`config.mk`:
```
export PLATFORM = sky130hd
export DESIGN_NAME = lzc_pipe
export DESIGN_NICKNAME = d
export VERILOG_FILES = /design/src/rtl/lzc_pkg.sv /design/src/rtl/lzc_merge.sv /design/src/rtl/lzc_pipe.sv
export SDC_FILE = /design/constraint.sdc
export NUM_CORES = 1
export LEC_CHECK = 0
export ABC_AREA = 0
export CAP_MARGIN = 25
export CORE_MARGIN = 5
export CORE_UTILIZATION = 55
export CTS_CLUSTER_SIZE = 20
export DETAILED_ROUTE_END_ITERATION = 8
export GPL_ROUTABILITY_DRIVEN = 0
export PLACE_DENSITY_LB_ADDON = 0.3
export SLEW_MARGIN = 20
export SYNTH_ARGS = -nofsm -noshare
export SYNTH_HDL_FRONTEND = slang
export SYNTH_SLANG_ARGS = --single-unit
```
`constraint.sdc`:
```
create_clock -name clk -period 4.5 [get_ports clk]
set_clock_uncertainty 0.15 [all_clocks]
set_input_delay 0.9 -clock clk [delete_from_list [all_inputs] [get_ports clk]]
set_output_delay 0.9 -clock clk [all_outputs]
set_load 0.01 [all_outputs]
```
`src/rtl/lzc_pkg.sv`:
```
// Shared definitions for the pipelined leading-count / normalise unit.
package lzc_pkg;

   localparam logic MODE_LZ = 1'b0;
   localparam logic MODE_LO = 1'b1;

   // Per-nibble partial result: leading-zero count (0..4) and all-zero flag.
   typedef struct packed {
      logic       all;
      logic [2:0] cnt;
   } lzc_nib_t;

   // Width needed to hold a count in the range 0..w.
   function automatic int lzc_cnt_w(input int w);
      return $clog2(w + 1);
   endfunction

   // Leading-zero count of one nibble, MSB first.
   function automatic lzc_nib_t lzc_nib(input logic [3:0] x);
      lzc_nib_t n;
      n.all = 1'b0;
      if (x[3])      n.cnt = 3'd0;
      else if (x[2]) n.cnt = 3'd1;
      else if (x[1]) n.cnt = 3'd2;
      else if (x[0]) n.cnt = 3'd3;
      else begin
         n.cnt = 3'd4;
         n.all = 1'b1;
      end
      return n;
   endfunction

endpackage

```
`src/rtl/lzc_merge.sv`:
```
// Combinational merge of two adjacent (count, all) pairs. The high half
// covers the more significant bits; when it is all-zero its count equals its
// span, so the merged count is simply the sum.
module lzc_merge #(
   parameter int CW = 5
) (
   input  logic [CW-1:0] i_hi_cnt,
   input  logic          i_hi_all,
   input  logic [CW-1:0] i_lo_cnt,
   input  logic          i_lo_all,
   output logic [CW-1:0] o_cnt,
   output logic          o_all
);

   // Extend into the low half only when the high half is fully matched.
   always_comb begin
      o_cnt = i_hi_cnt;
      o_all = 1'b0;
      if (i_hi_all) begin
         o_cnt = i_hi_cnt + i_lo_cnt;
         o_all = i_lo_all;
      end
   end

endmodule

```
`src/rtl/lzc_pipe.sv`:
```
// Pipelined leading-zero/one count and normalise with valid/ready stall chain.
// Stage 1 registers per-nibble results; the final stage merges the nibble tree
// and performs the barrel shift. Any stages in between are plain delay slots.
module lzc_pipe
   import lzc_pkg::*;
#(
   parameter  int W      = 16,
   parameter  int STAGES = 2,
   localparam int CNT_W  = lzc_cnt_w(W)
) (
   input  logic             clk,
   input  logic             nreset,
   input  logic             valid_i,
   output logic             ready_o,
   input  logic [W-1:0]     data_i,
   input  logic             mode_i,
   output logic             valid_o,
   input  logic             ready_i,
   output logic [CNT_W-1:0] cnt_o,
   output logic [W-1:0]     norm_o,
   output logic             all_o
);

   localparam int NIB = W / 4;

   logic [STAGES:1]        r_v;
   logic [STAGES:1]        w_vin;
   logic [STAGES+1:1]      w_adv;
   logic [W-1:0]           w_x;
   lzc_nib_t [NIB-1:0]     w_in_nib;
   logic [W-1:0]           w_src_data;
   lzc_nib_t [NIB-1:0]     w_src_nib;
   logic [CNT_W-1:0]       w_tcnt [0:2*NIB-2];
   logic                   w_tall [0:2*NIB-2];
   logic [CNT_W-1:0]       r_cnt;
   logic [W-1:0]           r_norm;
   logic                   r_all;

   // Leading ones are counted as leading zeros of the inverted operand.
   always_comb begin
      w_x = data_i;
      case (mode_i)
         MODE_LZ: w_x = data_i;
         MODE_LO: w_x = ~data_i;
      endcase
   end

   // Per-nibble counts of the (possibly inverted) operand.
   always_comb begin
      w_in_nib = '0;
      for (int unsigned i = 0; i < NIB; i++) begin
         w_in_nib[i] = lzc_nib(w_x[4*i +: 4]);
      end
   end

   // Stall chain from the output back: a stage advances if empty or if the next one advances.
   always_comb begin
      w_adv = '0;
      w_adv[STAGES+1] = ready_i;
      for (int unsigned k = STAGES; k >= 1; k--) begin
         w_adv[k] = !r_v[k] || w_adv[k+1];
      end
   end

   // Valid bit feeding each stage: input valid for stage 1, previous stage otherwise.
   always_comb begin
      w_vin    = r_v << 1;
      w_vin[1] = valid_i;
   end

   // Stage valid bits load on advance and hold otherwise.
   always_ff @(posedge clk or negedge nreset) begin
      if (!nreset) begin
         r_v <= '0;
      end else begin
         for (int unsigned k = 1; k <= STAGES; k++) begin
            if (w_adv[k]) r_v[k] <= w_vin[k];
         end
      end
   end

   if (STAGES > 1) begin : g_pipe
      logic [W-1:0]       r_data [1:STAGES-1];
      lzc_nib_t [NIB-1:0] r_nib  [1:STAGES-1];

      // Payload registers: stage 1 captures the input, later stages shift along.
      always_ff @(posedge clk or negedge nreset) begin
         if (!nreset) begin
            for (int unsigned k = 1; k < STAGES; k++) begin
               r_data[k] <= '0;
               r_nib[k]  <= '0;
            end
         end else begin
            if (w_adv[1]) begin
               r_data[1] <= data_i;
               r_nib[1]  <= w_in_nib;
            end
            for (int unsigned k = 2; k < STAGES; k++) begin
               if (w_adv[k]) begin
                  r_data[k] <= r_data[k-1];
                  r_nib[k]  <= r_nib[k-1];
               end
            end
         end
      end

      assign w_src_data = r_data[STAGES-1];
      assign w_src_nib  = r_nib[STAGES-1];
   end else begin : g_comb
      assign w_src_data = data_i;
      assign w_src_nib  = w_in_nib;
   end

   // Heap-ordered merge tree: leaves hold nibbles MSB-first, node k merges 2k+1 (high) and 2k+2 (low).
   for (genvar gi = 0; gi < NIB; gi++) begin : g_leaf
      assign w_tcnt[NIB-1+gi] = CNT_W'(w_src_nib[NIB-1-gi].cnt);
      assign w_tall[NIB-1+gi] = w_src_nib[NIB-1-gi].all;
   end

   for (genvar gk = 0; gk < NIB - 1; gk++) begin : g_node
      lzc_merge #(.CW(CNT_W)) u_merge (
         .i_hi_cnt (w_tcnt[2*gk+1]),
         .i_hi_all (w_tall[2*gk+1]),
         .i_lo_cnt (w_tcnt[2*gk+2]),
         .i_lo_all (w_tall[2*gk+2]),
         .o_cnt    (w_tcnt[gk]),
         .o_all    (w_tall[gk])
      );
   end

   // Final stage: register the merged count and the normalised operand; a shift of W yields zero.
   always_ff @(posedge clk or negedge nreset) begin
      if (!nreset) begin
         r_cnt  <= '0;
         r_norm <= '0;
         r_all  <= 1'b0;
      end else if (w_adv[STAGES]) begin
         r_cnt  <= w_tcnt[0];
         r_norm <= w_src_data << w_tcnt[0];
         r_all  <= w_tall[0];
      end
   end

   assign ready_o = w_adv[1];
   assign valid_o = r_v[STAGES];
   assign cnt_o   = r_cnt;
   assign norm_o  = r_norm;
   assign all_o   = r_all;

endmodule
```
### After elaboration in Yosys (flattened, before gate mapping)

Cells that the tools add are included.

* bits in registers: 56
* logic and storage cells: 63

* shifts and indexed selects: 1
* bitwise operators: 2
* muxes and demuxes: 39
* add/sub/neg operators: 3
* reductions and logical operators: 4

Operator list (number)
* 3-bit 2-to-1 mux: 16
* 16-bit case mux with 2 select lines: 1
* 1-bit 2-to-1 mux: 19
* 16-bit NOT: 1
* 16-bit by 5-bit left shift with 16-bit output: 1
* 5-bit 2-to-1 mux: 3
* 3-bit by 3-bit adder with 4-bit output: 2
* 5-bit adder: 1
* 1-bit zero test: 2
* 1-bit logical OR: 2
* 1-bit NOT: 1

### Depth between registers and ports, before layout

* depth in word-level cells: 6
* depth in mapped cells: 14
* mapped depth without buffers: 12

### Hierarchy

Synthesis repeated with hierarchy kept, for this count alone.

* cells, all modules: 387
* area total of the unflattened synthesis: 3699.8 um^2

Modules (own cells, without submodules)
* lzc_pipe: area each 2909.0 um^2, times used 1, sequential area each 1301.2 um^2, cells an instance 291
* lzc_merge at g_node[0].u_merge ...: area each 264.0 um^2, times used 2, sequential area each 0.0 um^2, cells an instance 32
* lzc_merge at g_node[1].u_merge: area each 262.8 um^2, times used 1, sequential area each 0.0 um^2, cells an instance 32

### Worst setup path after synthesis

OpenSTA, ideal clock, no wires.

* path type: register -> register
* start: register g_pipe.r_nib[8] (netlist name)
* end: register r_norm[14], in the netlist norm_o[14]
* setup time: 126 ps
* path slack: 1252 ps
* arrival: 2972 ps
* data required time: 4224 ps
* clock period less this slack: 3248 ps
* path buffers: 1
* cell stages (with the launch flop): 14
* path through: dfrtp_1 > ha_1 > inv_1 > fa_1 > and2_4 > nor2_1 > fa_1 > nand2_1 > o31ai_2 > buf_6 > mux2i_2 > mux2i_1 > mux2_2 > a221o_1

* word-level cells in the longest chain between the ends: 5

RTL lines
* from (decl): line lzc_pipe.sv:84 `lzc_nib_t [NIB-1:0] r_nib [1:STAGES-1];`
* from (signal, indexed assignment): line lzc_pipe.sv:101 `r_nib[k] <= r_nib[k-1];`
* 3-bit by 3-bit adder with 4-bit output *: line lzc_merge.sv:20 `o_cnt = i_hi_cnt + i_lo_cnt;`
* 5-bit 2-to-1 mux *: line lzc_merge.sv:19 `if (i_hi_all) begin`
* 5-bit adder: line lzc_merge.sv:20
* 5-bit 2-to-1 mux *: line lzc_merge.sv:19
* 16-bit by 5-bit left shift with 16-bit output *: line lzc_pipe.sv:139 `r_norm <= w_src_data << w_tcnt[0];`
* to (signal assigned): line lzc_pipe.sv:139
* to (decl): line lzc_pipe.sv:36 `logic [W-1:0] r_norm;`

Mark *: on every way between the ends. The rest lies on a longest branch, timed or not.
A chain may end at the register's enable or synchronous reset.

### Final worst setup path

* start: register g_pipe.r_nib[12] (netlist name)
* end: register r_norm[14], in the netlist norm_o[14]

* word-level cells in the longest chain between the ends: 5

RTL lines (line)
* 3-bit by 3-bit adder with 4-bit output: lzc_merge.sv:20
* 5-bit 2-to-1 mux *: lzc_merge.sv:19
* 5-bit adder: lzc_merge.sv:20
* 5-bit 2-to-1 mux *: lzc_merge.sv:19
* 16-bit by 5-bit left shift with 16-bit output *: lzc_pipe.sv:139

Marked as above.

==> out/qor_table.md <==
| Step | Metric | Reported |
|:---|:---|:---|
| status | Status | finished, final reports clean |
| clocking | Clock latency on the worst-skew pair | 0.30 ns |
| floorplan | Core Rows | 28 |
| clocking | CTS Hold Buffers Added | 0 |
| job | Max-cap viol count | 0 |
| floorplan | Width of the chip | 86.9 um |
| timing | Crit share post-route | 83.8% |
| routing | Ratio of routed vias to standard cells | 5.94 |
| cells and area | Ant. Diodes | 0 |
| timing | Post-layout min period | 3.77 ns |
| setup path | Arrival time reported for the critical path endpoint | 3.82 ns |
| global routing | Grt total ovfl | 0 |
| placed design | DP Worst Slack | 0.798 ns |
| logic synthesis | Number of synthesized flops with an enable pin | 0 |
| global routing | Pin count of the biggest net entering global routing | 42 |
| clocking | Total clock buffers created by CTS | 5 |
| clocking | Clock transition at the registers of the reported paths | 0.09 ns |
| setup path | Class of the most critical setup path | flop to flop |
| routing | Wire length per cell after detailed routing | 17.0 um |
| setup path | Largest fanout of any net on the critical path | 14 |
| timing | Worst-case headroom to the max-slew limit | 44.3% |
| timing | Post-layout worst setup margin | 0.729 ns |
| cells and area | Post-layout instance count excluding filler cells | 435 |
| logic synthesis | Post-synthesis cell count | 321 |
| global routing | Vias in the first global route | 2601 |
| logic synthesis | Synth unique cells | 46 |
| pwr | Pwr Total | 1.46 mW |
| global routing | Number of antenna violations at the first check in global routing | 0 |
| routing | Length of the first detailed-routing pass in iterations | 4 |
| clocking | Total clock sinks | 52 |
| timing | RSZ-0062 raised after global routing | false |
| setup path | Required time of the critical path | 4.54 ns |
| clocking | Resized Gates After CTS | 0 |
| clocking | Buffer count from post-CTS setup fixing | 0 |
| timing | Tightest Pin Transition | 0.831 ns |
| pwr | Maximum ir drop on the vdd rail | 0.234 mV |
| setup path | Sequence of cells on the critical path | ha_1, inv_1, fa_1, and2_4, nor2_1, fa_1, nand2_1, o31ai_4, buf_6, mux2i_1, mux2i_1, mux2_2, a221o_1 |
| cells and area | Fraction of final layout cells with drive strength greater than 1 | 12.2% |
| routing | Detailed Route Iter0 Violations | 172 |
| cells and area | Net count, final | 394 |
| setup path | Kind of end point of the critical path | flop |
| pwr | Leakage power | 1.67 nW |
| floorplan | Core area | 5850 sq um |
| floorplan | I/O pins | 45 |
| logic synthesis | Yosys synthesis warning count | 0 |
| logic synthesis | Synthesis-stage register bit count | 52 |
| placed design | Number of buffer cells added on primary ports | 44 |
| placed design | HPWL after DPL | 5.55 mm |
| setup path | Highest-delay cell along the critical path | fa_1 |
| floorplan | Initial Utilization | 55.6% |
| routing | Post-route antenna net violation count | 0 |
| timing | Hold violation total from the final report | 0 |
| logic synthesis | Sequential element share of the synthesized area | 40.0% |
| floorplan | Die Area | 7560 sq um |
| timing | Upper clock frequency limit | 265 MHz |
| timing | Final count of negative-setup-slack endpoints | 0 |
| timing | Final TNS setup | 0 ns |
| setup path | Worst R2R Setup Slack | 0.73 ns |
| logic synthesis | Synthesized netlist net count | 355 |
| routing | DR DRC count | 0 |
| routing | Detailed-route via count | 2586 |
| clocking | CTS HTree Levels | 2 |
| cells and area | Synth-to-Final Area Change | 16.7% |
| global routing | GRT Total Usage | 20.9% |
| setup path | Maximum cell stage delay along the critical path | 0.51 ns |
| clocking | TritonCTS clock tree | done |
| logic synthesis | Cell area after technology mapping | 3250 sq um |
| logic synthesis | Post-Synthesis Mean Instance Area | 10.1 sq um |
| logic synthesis | Share of async-settable or async-resettable flops after synthesis | 100% |
| timing | Count of pins over their slew limit | 0 |
| clocking | Cell chosen for the clock root | clkbuf_8 |
| placed design | Instance count after placement with tap cells included | 427 |
| global routing | Global-route wire length before repair | 12.4 mm |
| floorplan | Chip height | 86.9 um |
| clocking | Maximum clock insertion buffer count | 2 |
| logic synthesis | Commonest register cell after synthesis | dfrtp_1 |
| hold path | Classification of the worst-slack hold path | flop to flop |
| pwr | Cell Pwr Density | 385 nW/um^2 |
| setup path | Kind of start point of the critical path | flop |
| routing | Wirelength, routed | 7.39 mm |
## layer usage
metal | track usage [%] | share of wire, %
met5 | 0 | 0
met3 | 3.22 | 4.1
met1 | 28.1 | 44
met4 | 5.52 | 1.2
met2 | 35.2 | 51
## path summary, 6_finish.rpt
check | from | to | cells past startpoint
setup / recovery | g_pipe.r_nib[12] | norm_o[14] | 13
hold / removal | cnt_o[2] | cnt_o[2] | 2
setup reg to reg | g_pipe.r_nib[12] | norm_o[14] | 13
hold reg to reg | cnt_o[2] | cnt_o[2] | 2
max in group asynchronous | nreset | g_pipe.r_data[2] | 2
min in group asynchronous | nreset | cnt_o[2] | 1
## cell families after synthesis
kind of cell / count (synthesis) / share of synthesized area, %
buf+inv: 28 / 4.73
fa+ha+maj: 13 / 5.69
xor+xnor: 4 / 1.08
flops: 52 / 40.0
simple gates: 91 / 13.7
mux: 55 / 17.8
compound gates: 78 / 17.0
## flip-flops by register name (all words and copies together) (netlist names)
name / cells
all_o: 1
cnt_o: 5
g_pipe.r_data: 16
g_pipe.r_nib: 12
norm_o: 16
r_v: 2
## layout by cell type, fill, tap and decap left out, types with 6 or more instances in the layout
master | Yosys | routed
nor2_1 | 17 | 17
a21oi_1 | 18 | 18
inv_1 | 11 | 11
clkdlybuf4s50_1 | 0 | 43
a32oi_1 | 6 | 6
mux2_2 | 21 | 21
nor3_1 | 8 | 8
dfrtp_1 | 52 | 52
o21ai_0 | 18 | 18
ha_1 | 10 | 10
nand2_1 | 30 | 30
nand3_1 | 10 | 10
mux2i_1 | 33 | 33
## metrics by stage
step / hold WS (ns) / utilization (%) / cell area (sq um)
floorplan: 0.285 / - / 3250
global placement: 0.300 / 63.4 / 3710
detailed placement: 0.305 / 63.4 / 3710
CTS: 0.326 / 64.7 / 3790
global route: 0.362 / 64.9 / 3800
finish: 0.322 / 64.9 / 3800
## synth_stat cells, types with 6 or more instances
cell | number | area share [%]
nand2_1 | 30 | 3.5
dfrtp_1 | 52 | 40
clkbuf_1 | 8 | 0.92
inv_1 | 11 | 1.3
nor2_1 | 17 | 2.0
o21ai_0 | 18 | 2.8
mux2i_1 | 33 | 10
nand3_1 | 10 | 1.5
nor3_1 | 8 | 1.2
mux2_2 | 21 | 7.3
ha_1 | 10 | 3.8
a32oi_1 | 6 | 1.6
a21oi_1 | 18 | 2.8
## layout make-up
class,instances,area [sq um]
well taps,75,93.8
repair buffers,49,477
clock inverters,1,5.00
multi-input cells,241,1810
inverters,11,41.3
clock buffers,6,72.6
fillers,495,2050
flip-flops and latches,52,1300
## critical path: cells and delay by family (launching register included)
family,cells,cell delay [ns]
buffers and inverters,2,0.32
adder cells (fa/ha/maj),3,1.18
AND/OR/NAND/NOR,3,0.31
flip-flops,1,0.38
AO/OA/AOI/OAI,2,0.48
multiplexers,3,0.83
## where the power goes
| part | internal, mW | leakage [nW] | switching, mW |
|---|---|---|---|
| sequential | 0.551 | 0.636 | 0.0584 |
| combinational | 0.300 | 0.997 | 0.299 |
| clock | 0.106 | 0.0410 | 0.147 |
Note: power is estimated with default switching activity, not from simulation.
